[src/rtl/nic.sv]
// Processor-to-router network interface with one-entry input (ICB) and output (OCB) buffers.
// Latency: a processor access at edge k updates d_out at that same edge; a router packet lands in ICB at its accept edge.
// Backpressure: net_ri drops while ICB is full; OCB writes are dropped while OCB is full; net_so waits for net_ro and a polarity match.
//
// Ports:
//   clk, rst          : clock, synchronous active-low reset
//   addr, d_in, d_out : processor register select (00 ICB, 01 ICB status, 10 OCB, 11 OCB status), write data, registered read data
//   nicEn, nicEnWr    : access strobe and write qualifier
//   net_si/ri/di      : router -> NIC packet offer, NIC ready, packet data
//   net_so/ro/do      : NIC -> router packet offer, router ready, packet data
//   net_polarity      : router's current even/odd phase, matched against OCB virtual-channel bit
module nic #(
  parameter int DATA_WIDTH = 64,
  parameter int ADDR_WIDTH = 2
) (
  input  logic                  clk,
  input  logic                  rst,
  input  logic [ADDR_WIDTH-1:0] addr,
  input  logic [DATA_WIDTH-1:0] d_in,
  output logic [DATA_WIDTH-1:0] d_out,
  input  logic                  nicEn,
  input  logic                  nicEnWr,
  input  logic                  net_si,
  output logic                  net_ri,
  input  logic [DATA_WIDTH-1:0] net_di,
  output logic                  net_so,
  input  logic                  net_ro,
  output logic [DATA_WIDTH-1:0] net_do,
  input  logic                  net_polarity
);

  localparam logic [ADDR_WIDTH-1:0] ADDR_ICB  = ADDR_WIDTH'(0);
  localparam logic [ADDR_WIDTH-1:0] ADDR_ICS  = ADDR_WIDTH'(1);
  localparam logic [ADDR_WIDTH-1:0] ADDR_OCB  = ADDR_WIDTH'(2);
  localparam logic [ADDR_WIDTH-1:0] ADDR_OCS  = ADDR_WIDTH'(3);

  logic [DATA_WIDTH-1:0] icb_q, icb_d;
  logic [DATA_WIDTH-1:0] ocb_q, ocb_d;
  logic                  ics_q, ics_d;
  logic                  ocs_q, ocs_d;
  logic [DATA_WIDTH-1:0] d_out_q, d_out_d;

  logic rd_en;
  logic wr_en;

  assign rd_en = nicEn & ~nicEnWr;
  assign wr_en = nicEn & nicEnWr;

  // Handshake outputs come from registered state and polarity only, so there
  // is no combinational path from net_si or net_ro back to the router.
  assign net_ri = ~ics_q;
  // Bit 63 is the virtual-channel bit; a packet only goes out in its own phase.
  assign net_so = ocs_q & (ocb_q[DATA_WIDTH-1] == net_polarity);
  assign net_do = ocb_q;
  assign d_out  = d_out_q;

  always_comb begin
    icb_d   = icb_q;
    ics_d   = ics_q;
    ocb_d   = ocb_q;
    ocs_d   = ocs_q;
    d_out_d = d_out_q;

    // Router write: only possible while ICB is empty, so it can never collide
    // with the read-clear below (which only acts when ICB is full).
    if (net_si && !ics_q) begin
      icb_d = net_di;
      ics_d = 1'b1;
    end

    // Status reads use pre-edge flags regardless of same-cycle transfers.
    if (rd_en) begin
      case (addr)
        ADDR_ICB: begin
          d_out_d = icb_q;
          if (ics_q) ics_d = 1'b0;
        end
        ADDR_ICS: d_out_d = {{(DATA_WIDTH-1){1'b0}}, ics_q};
        ADDR_OCB: d_out_d = ocb_q;
        ADDR_OCS: d_out_d = {{(DATA_WIDTH-1){1'b0}}, ocs_q};
        default:  d_out_d = d_out_q;
      endcase
    end

    // OCB write and drain need opposite ocs_q values, so they are exclusive.
    if (wr_en && (addr == ADDR_OCB) && !ocs_q) begin
      ocb_d = d_in;
      ocs_d = 1'b1;
    end

    // Drain keeps OCB data; only the full flag drops.
    if (net_so && net_ro) begin
      ocs_d = 1'b0;
    end
  end

  always_ff @(posedge clk) begin
    if (!rst) begin
      icb_q   <= '0;
      ics_q   <= 1'b0;
      ocb_q   <= '0;
      ocs_q   <= 1'b0;
      d_out_q <= '0;
    end else begin
      icb_q   <= icb_d;
      ics_q   <= ics_d;
      ocb_q   <= ocb_d;
      ocs_q   <= ocs_d;
      d_out_q <= d_out_d;
    end
  end

endmodule

[config.mk]
export PLATFORM = sky130hd
export DESIGN_NAME = nic
export DESIGN_NICKNAME = d
export VERILOG_FILES = /design/src/rtl/nic.sv
export SDC_FILE = /design/constraint.sdc
export NUM_CORES = 1
export LEC_CHECK = 0
export CORE_UTILIZATION = 45
export DETAILED_ROUTE_END_ITERATION = 12
export GPL_ROUTABILITY_DRIVEN = 0
export HOLD_SLACK_MARGIN = 0.08
export PLACE_DENSITY = 0.81
export SLEW_MARGIN = 15
export SYNTH_ARGS = -nofsm -noshare
export SYNTH_HDL_FRONTEND = slang
export SYNTH_SLANG_ARGS = --single-unit
[constraint.sdc]
create_clock -name clk -period 1.8 [get_ports clk]
set_clock_uncertainty 0.05 [all_clocks]
set_input_delay 0.36 -clock clk [delete_from_list [all_inputs] [get_ports clk]]
set_output_delay 0.36 -clock clk [all_outputs]
set_load 0.01 [all_outputs]
==> results.sh, run 1 <==
export IMPL_outcome="finished clean"
export IMPL_layout_worst_path_cycle_share_pct=98.43
export IMPL_drtPass1Iterations=5
export IMPL_io_buffer_count=266
export IMPL_drtIter0Drc=445
export IMPL_synthAdderAreaFrac_pct=0
export IMPL_clkTransAtPathRegs_ns=0.07
export IMPL_final_common_cell="nand2_1"
export IMPL_first_global_vias=6681
export IMPL_place_inst=1232
export IMPL_cp_max_fo=3
export IMPL_multi_input_area_mm2=0.003133
export IMPL_p_total_uw=9320
export IMPL_ir_drop_uv=703.1
export IMPL_antenna_found_initial=0
export IMPL_fp_dieH_um=129.6
export IMPL_crit_buf_inv=1
export IMPL_antenna_diode_count=0
export IMPL_hold_ws_ns=0.4069
export IMPL_p_int_uw=7179
export IMPL_cts_root_buf="clkbuf_16"
export IMPL_synth_top_area_share_pct=52.98
export IMPL_dr_total_vias=6721
export IMPL_pre_cts_slack_ns=-0.2429
export IMPL_yosysWarnings=0
export IMPL_clock_sinks=194
export IMPL_grt_pass1_wl_mm=33.61
export IMPL_fmax_mhz=564.4
export IMPL_syn_cell_area_mm2=0.007331
export IMPL_fin_cells=1264
export IMPL_synth_compound_area_share_pct=13.33
export IMPL_mostFrequentLayoutCells="nand2_1 (256), clkdlybuf4s50_1 (237), dfxtp_1 (188)"
export IMPL_ioPinCount=267
export IMPL_numCtsBuffers=17
export IMPL_coreArea_mm2=0.01589
export IMPL_max_clock_path_buffers=2
export IMPL_crit_family="buffers and inverters"
export IMPL_drive_above_1_share_pct=7.156
export IMPL_initial_core_util_pct=46.15
export IMPL_routed_wl_mm=21.75
export IMPL_ys_seq_elements=194
export IMPL_p_sw_uw=2142
export IMPL_setup_viol=0
export IMPL_finalCriticalPeriod_ns=1.772
export IMPL_synth_area_per_cell_um2=9.279
export IMPL_muxShareOfSynthArea_pct=9.182
export IMPL_syn_inst=790
export IMPL_via_per_inst=5.317
export IMPL_cts_tree="built"
export IMPL_power_frac_clock_pct=41.4
export IMPL_comb_power_share_pct=10.2
export IMPL_clock_latency_ns=0.42
export IMPL_slew_headroom_pct=65.47
export IMPL_yosysSeqAreaShare_pct=52.98
export IMPL_maxCapViolCount=0
export IMPL_grtUsageTotal_pct=25.75
export IMPL_required_ns=1.39
export IMPL_maxSlewViolCount=0
export IMPL_synth_xor_area_share_pct=0.1195
export IMPL_crit_chain="clkdlybuf4s50_1"
export IMPL_nNetsFinal=1172
export IMPL_tightest_slew_ns=0.5179
export IMPL_hold_buffers=0
export IMPL_design_die_area_mm2=0.01681
export IMPL_rows=46
export IMPL_p_seq_share_pct=48.4
export IMPL_p_per_area_mw_per_mm2=847.2
export IMPL_min_path_type="reg -> reg"
export IMPL_ant_nets=0
export IMPL_post_route_drc_count=0
export IMPL_yosys_area_top_type="dfxtp_1"
export IMPL_syn2layout_area_growth_pct=50.08
export IMPL_gr_total_overflow=0
export IMPL_wl_per_cell_um=17.20
export IMPL_hpwl_mm=14.58
export IMPL_synth_fp_nets=927
export IMPL_n_fill_cell=1232
export IMPL_critPathLaunchType="register"
export IMPL_fin_ws_ns=0.02829
export IMPL_synth_top_family_by_area="simple AND/OR/NAND/NOR gates"
export IMPL_cpMaxStageDelayCell="clkdlybuf4s50_1"
export IMPL_cp_end_kind="primary output"
export IMPL_critPathMaxStageDelay_ns=0.56
export IMPL_synthSimpleGateAreaFrac_pct=19.76
export IMPL_die_x_um=129.6
export IMPL_hold_violations=0
export IMPL_grt_max_degree=116
export IMPL_ys_top_cells_by_area="dfxtp_1 (53%), nand2_1 (13%), mux2i_1 (8.9%)"
export IMPL_synth_cell_types=26
export IMPL_htreeDepth=4
export IMPL_cp_arrival_ns=1.36
export IMPL_worstSetupPathType="reg -> out"
export IMPL_sw_frac_of_total_pct=22.98
export IMPL_final_seq_area_mm2=0.003891
export IMPL_leakagePower_uw=0.004708
[logic make-up after synthesis]
family          count (synthesis)
buf+inv                        70
flops                         194
compound gates                131
xor+xnor                        1
simple gates                  328
mux                            66
[routing by layer]
layer | GRT usage [%] | part of all wire [%] | vias to the layer above
met4 | 12.04 | 3.3 | 0
met2 | 43.10 | 48 | 275
met5 | 0 | 0 | -
li1 | - | - | 3222
met1 | 30.21 | 41 | 3171
met3 | 7.762 | 8.5 | 53
[registers in the layout, summed over array words and instances, names as in the netlist]
register,cells
d_out,64
icb_q,64
net_do,64
ics_q,1
ocs_q,1
[what timing repair did]
item                       in CTS  in global routing
buffers inserted                0                  0
gates resized for setup        11                 26
setup endpoints to repair      10                 24
[worst reg2reg max path: stages (launching register included)]
cell	delay, ns
dfxtp_1	0.31
buf_4	0.16
nor2_4	0.21
buf_12	0.28
mux2i_1	0.24
[per-stage QoR]
stage          setup TNS [ns]  instance area (um2)  utilization [%]
2_1_floorplan               0                 7331                -
3_3_place_gp           -14.09                10340            65.12
3_5_place_dp           -18.99                10340            65.12
4_1_cts                     0                10940            68.89
5_1_grt             -0.002297                11000            69.26
6_report                    0                11000            69.26
[power groups by stage]
stage                     sequential, uW  clock, uW  combinational, uW
after CTS                           4510       3910                951
after global routing                4520       4090               1030
after floorplan                     4600          0                374
after global placement              4600          0                938
after detailed placement            4610          0                950
final                               4510       3860                950
[final cells by class]
type	count	share of cell area, %
flip-flops and latches	194	35.37
clock inverters	12	1.410
inverters	2	0.06824
clock buffers	20	4.060
well taps	216	2.456
repair buffers	294	28.16
multi-input cells	526	28.48
[path summary, 6_finish.rpt]
| check | depth (start not counted) | start | slack [ns] | end |
|---|---|---|---|---|
| setup / recovery | 1 | net_do[49]$_SDFFE_PN0P_ | 0.03 | net_do[49] |
| hold / removal | 2 | icb_q[11]$_SDFFE_PN0P_ | 0.41 | icb_q[11]$_SDFFE_PN0P_ |
| setup reg to reg | 4 | ocs_q$_SDFFE_PP0P_ | 0.49 | net_do[25]$_SDFFE_PN0P_ |
| hold reg to reg | 2 | icb_q[11]$_SDFFE_PN0P_ | 0.41 | icb_q[11]$_SDFFE_PN0P_ |
[synthesized netlist by cell type]
library cell	n
nand2_1	256
dfxtp_1	194
a21oi_1	65
mux2i_1	65
a221o_1	63
and3_1	63
clkbuf_1	47
buf_2	7
buf_4	6
buf_6	6
buf_1	2
nor2_1	2
a31oi_1	1
and2_1	1
inv_1	1
inv_2	1
mux4_2	1
nand2b_1	1
nand2b_4	1
nand4b_1	1
nor2b_1	1
nor4_4	1
nor4b_4	1
o21a_1	1
o31ai_1	1
xnor2_1	1
Power figures use the tool's default switching activity.
==> inputs of run 2 (changes only) <==
--- a/config.mk
+++ b/config.mk
@@ -5,6 +5,7 @@
 export SDC_FILE = /design/constraint.sdc
 export NUM_CORES = 1
 export LEC_CHECK = 0
+export CORE_ASPECT_RATIO = 0.5
 export CORE_UTILIZATION = 45
 export DETAILED_ROUTE_END_ITERATION = 12
 export GPL_ROUTABILITY_DRIVEN = 0
@@ -14,3 +15,4 @@
 export SYNTH_ARGS = -nofsm -noshare
 export SYNTH_HDL_FRONTEND = slang
 export SYNTH_SLANG_ARGS = --single-unit
+export TNS_END_PERCENT = 50
==> results.sh, run 2 (synthesis gave the netlist of run 1 again) <==
export IMPL_ioPinCount=267
export IMPL_via_per_inst=5.401
export IMPL_wl_per_cell_um=17.66
export IMPL_htreeDepth=4
export IMPL_first_global_vias=6722
export IMPL_fmax_mhz=569.2
export IMPL_finalCriticalPeriod_ns=1.757
export IMPL_fin_cells=1263
export IMPL_dr_total_vias=6822
export IMPL_hpwl_mm=14.71
export IMPL_cts_tree="built"
export IMPL_cp_max_fo=3
export IMPL_tightest_slew_ns=0.4952
export IMPL_grt_max_degree=115
export IMPL_syn2layout_area_growth_pct=49.74
export IMPL_nNetsFinal=1166
export IMPL_clkTransAtPathRegs_ns=0.07
export IMPL_clock_latency_ns=0.43
export IMPL_power_frac_clock_pct=40.3
export IMPL_crit_chain="clkdlybuf4s50_1"
export IMPL_hold_violations=0
export IMPL_n_fill_cell=1146
export IMPL_crit_buf_inv=1
export IMPL_cp_arrival_ns=1.35
export IMPL_die_x_um=182.5
export IMPL_clock_sinks=194
export IMPL_drive_above_1_share_pct=6.334
export IMPL_post_route_drc_count=0
export IMPL_leakagePower_uw=0.005147
export IMPL_p_sw_uw=2299
export IMPL_p_int_uw=6840
export IMPL_maxCapViolCount=0
export IMPL_min_path_type="reg -> reg"
export IMPL_hold_ws_ns=0.4053
export IMPL_maxSlewViolCount=0
export IMPL_rows=32
export IMPL_outcome="finished clean"
export IMPL_grt_pass1_wl_mm=34.74
export IMPL_placed_cell_area_mm2=0.01029
export IMPL_worstSetupPathType="reg -> out"
export IMPL_cp_end_kind="primary output"
export IMPL_mostFrequentLayoutCells="nand2_1 (256), clkdlybuf4s50_1 (209), dfxtp_1 (192)"
export IMPL_drtPass1Iterations=5
export IMPL_final_common_cell="nand2_1"
export IMPL_comb_power_share_pct=10.4
export IMPL_crit_family="buffers and inverters"
export IMPL_sw_frac_of_total_pct=25.16
export IMPL_cpMaxStageDelayCell="clkdlybuf4s50_1"
export IMPL_routed_wl_mm=22.31
export IMPL_grtUsageTotal_pct=26.20
export IMPL_coreArea_mm2=0.01566
export IMPL_critPathMaxStageDelay_ns=0.55
export IMPL_gr_total_overflow=0
export IMPL_setup_viol=0
export IMPL_slew_headroom_pct=66.74
export IMPL_fp_dieH_um=92.25
export IMPL_antenna_found_initial=0
export IMPL_antenna_diode_count=0
export IMPL_layout_worst_path_cycle_share_pct=97.60
export IMPL_required_ns=1.39
export IMPL_initial_core_util_pct=46.83
export IMPL_p_per_area_mw_per_mm2=832.5
export IMPL_cts_root_buf="clkbuf_16"
export IMPL_place_inst=1230
export IMPL_io_buffer_count=266
export IMPL_ir_drop_uv=685.4
export IMPL_drtIter0Drc=386
export IMPL_p_seq_share_pct=49.3
export IMPL_ant_nets=0
export IMPL_max_clock_path_buffers=2
export IMPL_critPathLaunchType="register"
export IMPL_numCtsBuffers=17
export IMPL_design_die_area_mm2=0.01684
export IMPL_final_area_mm2=0.01098
export IMPL_fin_tns_setup_ns=0
[run 2: cell count changes in the layout (fill, tap and decap cells not counted), sizes merged, moves of 2 or more]
| cell | before | now |
|---|---|---|
| clkdlybuf4s50 | 237 | 209 |
| buf | 29 | 23 |
| bufinv | 3 | 0 |
| inv | 5 | 8 |
| dlygate4sd2 | 6 | 8 |
| dlymetal6s2s | 21 | 47 |
[run 2: cell type report]
cell class / instances / area [um2] / share of cell area, %
Clock buffer: 20 / 456.7 / 4.160
Clock inverter: 12 / 113.9 / 1.037
Inverter: 2 / 7.507 / 0.06839
Multi-Input combinational cell: 526 / 3133 / 28.54
Sequential cell: 194 / 3886 / 35.40
Tap cell: 221 / 276.5 / 2.519
Timing Repair Buffer: 288 / 3103 / 28.27
[run 2: repair_timing]
item	in CTS	in global routing
hold buffers	0	0
setup endpoints to repair	9	48
pin swaps	1	0
gates resized for setup	12	49
endpoints found under the hold margin	0	0
buffers inserted	1	0
gates cloned	0	0
[run 2: final timing paths]
| check | startpoint | to | slack (ns) | depth (start not counted) |
|---|---|---|---|---|
| worst max-delay path | net_do[8]$_SDFFE_PN0P_ | net_do[8] | 0.04 | 1 |
| worst min-delay path | icb_q[23]$_SDFFE_PN0P_ | icb_q[23]$_SDFFE_PN0P_ | 0.41 | 2 |
| worst max register to register | ocs_q$_SDFFE_PP0P_ | net_do[40]$_SDFFE_PN0P_ | 0.40 | 4 |
| worst min register to register | icb_q[23]$_SDFFE_PN0P_ | icb_q[23]$_SDFFE_PN0P_ | 0.41 | 2 |
[run 2: per-layer routing]
| layer | wire (um) | GRT usage (%) |
|---|---|---|
| met5 | 0 | 0 |
| met4 | 651 | 10.99 |
| met3 | 1130 | 5.282 |
| met2 | 11240 | 45.67 |
| met1 | 9287 | 31.59 |
[run 2: metrics by stage]
stage          setup slack, ns  total power [uW]  utilization [%]
3_5_place_dp           -0.3504              5557            65.70
5_1_grt              -0.009247              9483            70.12
2_1_floorplan           0.3552              4978                -
6_report               0.04323              9139            70.12
3_3_place_gp           -0.2494              5532            65.70
4_1_cts               0.003693              9201            69.35
[run 2: power by group through the flow]
stage	logic (uW)	registers, uW	clock network (uW)
2_1_floorplan	374	4600	0
3_3_place_gp	936	4600	0
3_5_place_dp	952	4600	0
4_1_cts	956	4510	3740
5_1_grt	1020	4520	3940
6_report	952	4510	3680
